## src/rtl/packet_assembler.sv

```systemverilog
// Packs BEATS words read from the async FIFO into one packet held in a
// valid/ready output register, so the next packet can be assembled while the consumer stalls.
module packet_assembler #(
   parameter int IN_W       = 8,
   parameter int BEATS      = 32,
   parameter bit MSB_FIRST  = 1'b1,
   parameter bit START_MODE = 1'b0
) (
   input  logic                    rclk,
   input  logic                    rrst,
   input  logic                    fifo_full,
   input  logic                    fifo_empty,
   input  logic [IN_W-1:0]         fifo_data,
   input  logic                    flush,
   input  logic                    packet_ready,
   output logic                    fifo_rd_en,
   output logic [IN_W*BEATS-1:0]   packet_data,
   output logic                    packet_valid,
   output logic                    busy,
   output logic [15:0]             pkt_cnt
);

   localparam int OUT_W = IN_W * BEATS;
   localparam int CNT_W = $clog2(BEATS + 1);
   localparam logic [CNT_W-1:0] BEATS_C = CNT_W'(BEATS);
   localparam logic [CNT_W-1:0] LAST_C  = CNT_W'(BEATS - 1);

   typedef enum logic [1:0] {IDLE, FILL, HOLD} state_t;

   state_t             state, state_next;
   logic               full_s1, full_s2;
   logic [CNT_W-1:0]   issued, captured;
   logic               rd_pend;
   logic [OUT_W-1:0]   asm_reg, asm_next;
   logic               start, capture, load, consume;

   always_ff @(posedge rclk or posedge rrst) begin
      if (rrst) begin
         full_s1 <= 1'b0;
         full_s2 <= 1'b0;
      end else begin
         full_s1 <= fifo_full;
         full_s2 <= full_s1;
      end
   end

   always_ff @(posedge rclk or posedge rrst) begin
      if (rrst) state <= IDLE;
      else      state <= state_next;
   end

   always_comb begin
      state_next = state;
      fifo_rd_en = 1'b0;
      start      = 1'b0;
      load       = 1'b0;
      capture    = (state == FILL) && rd_pend && !flush;
      consume    = packet_valid && packet_ready;
      case (state)
         IDLE: begin
            if (START_MODE ? !fifo_empty : full_s2) begin
               start      = 1'b1;
               state_next = FILL;
            end
         end
         FILL: begin
            if (flush) begin
               state_next = IDLE;
            end else begin
               fifo_rd_en = !fifo_empty && (issued < BEATS_C);
               if (capture && captured == LAST_C) begin
                  if (!packet_valid || packet_ready) begin
                     load       = 1'b1;
                     state_next = IDLE;
                  end else begin
                     state_next = HOLD;
                  end
               end
            end
         end
         HOLD: begin
            if (flush) begin
               state_next = IDLE;
            end else if (!packet_valid || packet_ready) begin
               load       = 1'b1;
               state_next = IDLE;
            end
         end
         default: state_next = IDLE;
      endcase
   end

   // asm_next includes the word captured this cycle, so the last word can go
   // straight into the output register without an extra cycle.
   for (genvar k = 0; k < BEATS; k++) begin : g_slot
      localparam int SLOT = MSB_FIRST ? (BEATS - 1 - k) : k;
      assign asm_next[SLOT*IN_W +: IN_W] = (capture && captured == CNT_W'(k)) ?
                                           fifo_data : asm_reg[SLOT*IN_W +: IN_W];
   end

   always_ff @(posedge rclk or posedge rrst) begin
      if (rrst) begin
         issued   <= '0;
         captured <= '0;
         rd_pend  <= 1'b0;
         asm_reg  <= '0;
      end else begin
         rd_pend <= fifo_rd_en;
         if (start || (flush && state != IDLE)) begin
            issued   <= '0;
            captured <= '0;
            asm_reg  <= '0;
         end else begin
            if (fifo_rd_en) issued <= issued + 1'b1;
            if (capture) begin
               captured <= captured + 1'b1;
               asm_reg  <= asm_next;
            end
         end
      end
   end

   always_ff @(posedge rclk or posedge rrst) begin
      if (rrst) begin
         packet_data  <= '0;
         packet_valid <= 1'b0;
         pkt_cnt      <= '0;
      end else begin
         if (load) begin
            packet_data  <= asm_next;
            packet_valid <= 1'b1;
         end else if (consume) begin
            packet_valid <= 1'b0;
         end
         if (consume) pkt_cnt <= pkt_cnt + 16'd1;
      end
   end

   assign busy = (state != IDLE);

endmodule

```

## config.mk

```make
export PLATFORM = sky130hd
export DESIGN_NAME = packet_assembler
export DESIGN_NICKNAME = d
export VERILOG_FILES = /design/src/rtl/packet_assembler.sv
export SDC_FILE = /design/constraint.sdc
export NUM_CORES = 1
export LEC_CHECK = 0
export CORE_MARGIN = 2
export CORE_UTILIZATION = 50
export DETAILED_ROUTE_END_ITERATION = 10
export PLACE_DENSITY = 0.78
export SLEW_MARGIN = 20
export SYNTH_ARGS = -nofsm -noshare
export SYNTH_HDL_FRONTEND = slang
export SYNTH_SLANG_ARGS = --single-unit
```

## constraint.sdc

```tcl
create_clock -name rclk -period 22.3 [get_ports rclk]
set_clock_uncertainty 0.2 [all_clocks]
set_input_delay 6.69 -clock rclk [delete_from_list [all_inputs] [get_ports rclk]]
set_output_delay 6.69 -clock rclk [all_outputs]
set_load 0.02 [all_outputs]
```

-- Word-level counts from Yosys, hierarchy flattened
Cells that the tools add are included.
- muxes and demuxes: 56
- reduce and logical (&&, ||, !) cells: 49
- add/sub/neg operators: 3
- $lt $le $gt $ge: 1
- eq/ne operators: 36
- operators with widths (cell ; number):
    256-bit two-way mux ; 2
    8-bit two-way mux ; 32
    6-bit by 5-bit equality test with 1-bit output (second input constant) ; 16
    6-bit by 4-bit equality test with 1-bit output (second input constant) ; 8
    1-bit logical AND ; 37
    6-bit by 3-bit equality test with 1-bit output (second input constant) ; 4
    6-bit two-way mux ; 4
    16-bit by 1-bit adder with 16-bit output (second input constant) ; 1
    6-bit by 1-bit adder with 6-bit output (second input constant) ; 2
    6-bit by 2-bit equality test with 1-bit output (second input constant) ; 2
    2-bit two-way mux ; 6
    1-bit two-way mux ; 10
    2-bit nonzero test ; 4
    6-bit by 1-bit equality test with 1-bit output (second input constant) ; 1
    6-bit zero test ; 1
    6-bit < comparator (second input constant) ; 1
    2-bit case mux with 3 select lines ; 1
    1-bit zero test ; 3
    3-bit by 2-bit != test with 1-bit output (second input constant) ; 1
    3-bit != test (second input constant) ; 1
    3-bit AND reduction ; 1
    2-bit by 1-bit equality test with 1-bit output (second input constant) ; 1
    2-bit equality test (second input constant) ; 1
    2-bit zero test ; 1
    3 further kinds ; 4
- input bits: 14
- bits in registers: 546

-- Logic depth before layout (Yosys ltp)
- depth after elaboration: 8
- depth in mapped cells: 9
- gate-level depth less buffers: 6

-- Worst setup path before layout
OpenSTA, ideal clock, no wires.
- path type: input port to output port
- start point: input flush
- end point: output fifo_rd_en
- required time: 15.410 ns
- path buffers: 1
- arrival time: 7.677 ns
- setup slack: 7.733 ns
- stages: 2
- cells stage by stage: buf_2 nor4b_2
- word-level cells in the longest chain between the ends: 2
- ends and longest elaborated chain (item ; line ; source):
    from (decl) ; 14 ; input logic flush,
    1-bit two-way mux ; 67 ; if (flush) begin
    1-bit two-way mux ; 59 ; case (state)
    to (decl) ; 16 ; output logic fifo_rd_en,
No other way between the ends.

-- Worst setup path after layout
Same ends and word-level chain as after synthesis.

==> metrics.cfg <==
[logic_synthesis]
yosysMostFrequentCell = dfrtp_1
ys_top_cells_by_area = dfrtp_1, mux2_2, mux2i_1, and2_1, nor2_1
post_synth.cell_area_avg_sq_um = 13.0
synth_edf_count = 0
synth_seq_cells = 546
yosysWarningCount = 0
syn_area_sq_um = 22800
yosys-top-cells-count = dfrtp_1, mux2_2, mux2i_1
synth_nets = 1776
yosysSeqAreaShare_pct = 59.9
synthFlopType = dfrtp_1
synth_top_area_share_pct = 59.9
synth_top_cell_by_area = dfrtp_1
yosysUniqueCellTypes = 43
netlist_instances = 1753
synthArstFlopShare_pct = 100

[timing]
setup_viol = 0
tns_ns = 0
grt_setup_unrepaired = no
relSlewSlack_pct = 26.0
tightest_slew_ns = 1.11
fmax_mhz = 63.3
finalHoldViolCount = 0
drv_slew = 0
finalWorstPathRequiredPeriod_ns = 15.79
period_share_pct = 70.8
hold_ws_ns = 0.154

[floorplanning]
die_w_microns = 218
core_sq_um = 45200
die_height_microns = 218
fp.dieArea_sq_um = 47300
num_io_pins = 289
row_count = 78
initial_core_util_pct = 50.5

[global_routing]
antenna_found_initial = 1
grt_overflow_total = 0
grt_pass1_wl_microns = 84700
grt_usage_pct = 23.1
grt_pass1_vias = 14712
grt_max_degree = 190

[layout]
fill_cells = 3472
nNetsFinal = 2023
regArea_sq_um = 13700
synthToLayoutAreaGrowth_pct = 22.7
utilization_pct = 62.0
multi_input_area_sq_um = 8340
final_layout_size_suffix_gt1_share_pct = 22.1

[detailed_routing]
first_pass_iters = 5
wl_per_cell_microns = 20.6
wl_microns = 54400
ant_nets = 0
vias = 14110
viasPerCell = 5.34
dr.first_iter.drc_count = 889
drcViolationCount = 0

[worst_setup_path]
path_class = primary input to output port
cp-end-kind = output port
startpoint_type = primary input
worstPathArrival_ns = 8.90
slowest_stage = nor4b_2
crit_required_ns = 15.41
cp_top_family = buffers and inverters
critical-path-max-stage-delay_ns = 0.80
path_cells = clkdlybuf4s50_1 > nor4b_2 > clkdlybuf4s50_1
r2r_cells = 6
path_buf_inv = 2
path_max_fanout = 11
r2r-start = rd_pend$_DFF_PP0_
crit_top_cell = clkdlybuf4s50_1
r2r_setup_slack_ns = 18.64
r2r_end = packet_data[168]$_DFFE_PP0P_

[clock_tree]
cts_tree = yes
cts_inserted_buffers = 56
cts_resized = 0
root_buffer = clkbuf_16
hold_buffers = 0
ctsHtreeMaxLevel = 2
clk_pin_slew_ns = 0.06
cts_sinks = 546
clock_latency_ns = 0.61
post_cts_buffers = 0
cts_buffer_depth = 3

[pwr]
power_leakage_nw = 14.1
peakVddDrop_mv = 0.0568
pwr-share-seq_pct = 48.3
pwr-share-clk_pct = 45.1
p_comb_share_pct = 6.6
p_switching_mw = 0.503
p_int_mw = 1.56
pwr_density_cell_nw_per_um2 = 73.7
p_sw_share_pct = 24.4

[job]
drv_cap = 0

[worst_hold_path]
hold_path_class = register to register
min_to = full_s2$_DFF_PP0_
min_from = full_s1$_DFF_PP0_
hold_depth = 0

[status]
status = finished, final reports clean

[placement]
io_buffers = 288
finalWeightedCongestion = 0.781
hpwl_microns = 32700

[metal layers]
layer,GRT usage [%],share of wire [%]
met4,7.01,2.5
met5,0,0
met3,5.16,6.4
met2,36.5,47
met1,32.0,44
[power by group through the flow]
stage	sequential (mW)	clock, mW	combinational [mW]
floorplan	1.01	0	0.0894
global placement	1.02	0	0.135
detailed placement	1.02	0	0.138
CTS	0.998	0.952	0.138
global route	0.997	0.990	0.149
finish	0.998	0.930	0.137
[metrics by stage]
stage	cells	worst slack [ns]	total power, mW	cell area [sq um]
finish	2643	6.51	2.06	28000
global route	2641	6.41	2.14	28000
CTS	2640	6.50	2.09	27900
detailed placement	2541	6.52	1.15	26100
global placement	2541	6.58	1.15	26100
floorplan	1753	0.146	1.10	22800
[cell type report]
cell class / instances / area share, %
Sequential cell: 546 / 48.8
Antenna cell: 2 / 0.0179
Clock buffer: 84 / 5.95
Timing Repair Buffer: 304 / 10.8
Multi-Input combinational cell: 994 / 29.8
Inverter: 98 / 1.34
Clock inverter: 15 / 0.621
Tap cell: 600 / 2.68
[worst max-delay path by stage]
stage          start                      to  slack (ns)  depth (start not counted)
2_1_floorplan   rrst  asm_reg[0]$_DFFE_PP0P_        0.15                          1
3_3_place_gp   flush              fifo_rd_en        6.58                          3
3_5_place_dp   flush              fifo_rd_en        6.52                          3
4_1_cts        flush              fifo_rd_en        6.50                          3
5_1_grt        flush              fifo_rd_en        6.41                          3
6_report       flush              fifo_rd_en        6.51                          3
[logic make-up after synthesis]
family / Yosys count / synth area share [%]
DFF: 546 / 59.9
adders and majority gates: 9 / 0.494
AOI/OAI and AO/OA: 81 / 1.84
and+or+nand+nor: 365 / 8.66
muxes: 516 / 24.5
buffers and inverters: 213 / 3.75
xor gates and xnor gates: 23 / 0.883
[cell usage in the layout, fill, tap and decap left out, drive strengths merged, types with 4 or more instances in the layout]
| master | netlist | routed |
|---|---|---|
| or4 | 4 | 4 |
| o21ai | 74 | 74 |
| mux2i | 182 | 182 |
| clkinv | 0 | 9 |
| mux2 | 334 | 334 |
| nand4 | 13 | 13 |
| and2 | 94 | 94 |
| nand3 | 80 | 80 |
| nand4b | 5 | 5 |
| clkdlybuf4s50 | 0 | 280 |
| clkbuf | 65 | 84 |
| nand2 | 27 | 27 |
| inv | 98 | 100 |
| dfrtp | 546 | 546 |
| buf | 50 | 24 |
| nor4 | 7 | 7 |
| nor2 | 117 | 117 |
| xor2 | 11 | 11 |
| ha | 9 | 9 |
| xnor2 | 12 | 12 |
(Power assumes the default switching activity.)
==> patch, RTL diff (same settings) <==
Register the output `pkt_cnt` once more, with the module's reset; this adds one clock of latency there. The other outputs are not delayed to match.
--- a/src/rtl/packet_assembler.sv
+++ b/src/rtl/packet_assembler.sv
@@ -26,6 +26,8 @@
    localparam logic [CNT_W-1:0] LAST_C  = CNT_W'(BEATS - 1);
 
    typedef enum logic [1:0] {IDLE, FILL, HOLD} state_t;
+
+   logic [15:0] pkt_cnt_s0;
 
    state_t             state, state_next;
    logic               full_s1, full_s2;
@@ -124,7 +126,7 @@
       if (rrst) begin
          packet_data  <= '0;
          packet_valid <= 1'b0;
-         pkt_cnt      <= '0;
+         pkt_cnt_s0   <= '0;
       end else begin
          if (load) begin
             packet_data  <= asm_next;
@@ -132,11 +134,19 @@
          end else if (consume) begin
             packet_valid <= 1'b0;
          end
-         if (consume) pkt_cnt <= pkt_cnt + 16'd1;
+         if (consume) pkt_cnt_s0 <= pkt_cnt_s0 + 16'd1;
       end
    end
 
    assign busy = (state != IDLE);
 
+   always_ff @(posedge rclk or posedge rrst) begin
+      if (rrst) begin
+         pkt_cnt <= '0;
+      end else begin
+         pkt_cnt <= pkt_cnt_s0;
+      end
+   end
+
 endmodule
 
Behaviour: same outputs for any inputs over 4 cycles, from zero or initial values and one cycle with rrst high; that may be too few to reach the edited logic, so the function may still have changed.
==> patch against the original RTL <==
- wire length increased by 10%
- final area increased by 6.5%
- first-iteration DRC count increased by 15%
- area after synthesis increased by 7.8%
- worst setup slack improved by 0.23 ns
- die area increased by 7.7%
- sequential cell count increased by 16
- global-route usage increased by 0.73 points
- critical endpoint unchanged
- power increased by 3.9%
- critical path type unchanged
==> patch: results (changes against the original RTL) <==
stage,metric,value,unit,change
outcome,status,completed,,
yosys,yosys.cell_types.count,50,,+16%
layout,fin_nets,1945,,-3.9%
global_route,grt_pass1_vias,15879,,+7.9%
route,wl_met1,26200,um,+8.4%
global_route,grtUsageMet3,4.27,%,-0.89 points
setup_path,r2r_end,packet_data[33]$_DFFE_PP0P_,,
clock_tree,clockBufferDepth,3,,unchanged
global_route,antenna_found_initial,0,,-1
yosys,syn_area_per_cell,14.6,um^2,+12%
setup_path,ff2ff_setup_slack,18.25,ns,-0.39 ns
route,dr_total_vias,15378,,+9.0%
layout,instances_no_fill,2631,,-0.45%
route,drt_iter0_markers,1021,,+15%
placed_design,dp_hpwl,36500,um,+12%
global_route,track_usage,23.8,%,+0.73 points
placed_design,dpl_worst_slack,6.73,ns,+0.215 ns
layout,drive_above_1_share,15.5,%,-6.6 points
sta,hold_slack,0.163,ns,+0.00840 ns
sta,fin_crit,15.55,ns,-0.232 ns
yosys,synth_warnings,0,,unchanged
clock_tree,cts-root-buf,clkbuf_16,,
sta,worstMarginPinSlew,1.13,ns,+0.0198 ns
global_route,grt_pass1_wl,93900,um,+11%
yosys,synth.area.mux_share,23.9,%,-0.57 points
yosys,seq_area_frac_synth,57.2,%,-2.7 points
placed_design,gp_congestion,0.786,,+0.73%
setup_path,critPathMaxFanout,9,,-2
yosys,syn_nets,1705,,-4.0%
layout,antenna_cells,0,,-2
route,route.met3.wl,3650,um,+4.6%
setup_path,r2r-start,state[1]$_DFFE_PP0P_,,
global_route,grtUsageMet1,33.5,%,+1.5 points
global_route,grt_max_degree,167,,-12%
power,p_leak,14.7,nW,+4.2%
global_route,use_met2,37.8,%,+1.4 points
yosys,synth_area_leaders,"dfrtp_1, mux2_1, a22o_1",,
placed_design,place_area,27900,um^2,+6.9%
setup_path,ff2ff_path_depth,8,,+2
setup_path,crit_slowest_cell,clkdlybuf4s50_1,,
route,wl_met2,28600,um,+13%
yosys,synthAdderAreaFrac,0.458,%,-0.036 points
setup_path,cp_slowest_stage_delay,0.72,ns,-0.08 ns
setup_path,worstPathArrival,8.66,ns,-0.24 ns
min_path,min_to,full_s2$_DFF_PP0_,,
power,ir_worst_vdd,0.0527,mV,-7.2%
placed_design,dp.cells,2527,,-0.55%
route,wl_per_cell,22.8,um,+11%
clock_tree,clk-insertion-delay-late,0.59,ns,-0.02 ns
yosys,synth_compound_area_share,10.1,%,+8.2 points
yosys,synthXorXnorAreaFrac,0.783,%,-0.10 points
yosys,synth_commonest_cells,"dfrtp_1, mux2_1, a22o_1",,
clock_tree,cts_inserted_buffers,56,,unchanged
==> patch: changes by cell type after synthesis, moves of 19 or more <==
cell | before | now
mux2i_1 | 182 | 3
mux2_2 | 316 | 105
nand3_1 | 80 | 7
o21ai_1 | 0 | 28
nor3_4 | 0 | 19
inv_1 | 98 | 8
and2_1 | 94 | 1
o21ai_0 | 74 | 2
a22o_1 | 0 | 256
mux2_1 | 18 | 393
nor2_1 | 112 | 14
==> patch: area by class of cell <==
class | count | area [um^2]
Clock buffer | 86 | 1690
Clock inverter | 17 | 188
Fill cell | 3620 | 18900
Inverter | 8 | 33.8
Multi-Input combinational cell | 980 | 9910
Sequential cell | 562 | 14100
Tap cell | 664 | 831
Timing Repair Buffer | 314 | 3100
==> patch: power by group <==
part / switching, mW / internal (mW) / total, mW
Sequential: 0.00353 / 1.02 / 1.03
Combinational: 0.138 / 0.0274 / 0.165
Clock: 0.390 / 0.564 / 0.954
Total: 0.532 / 1.61 / 2.15
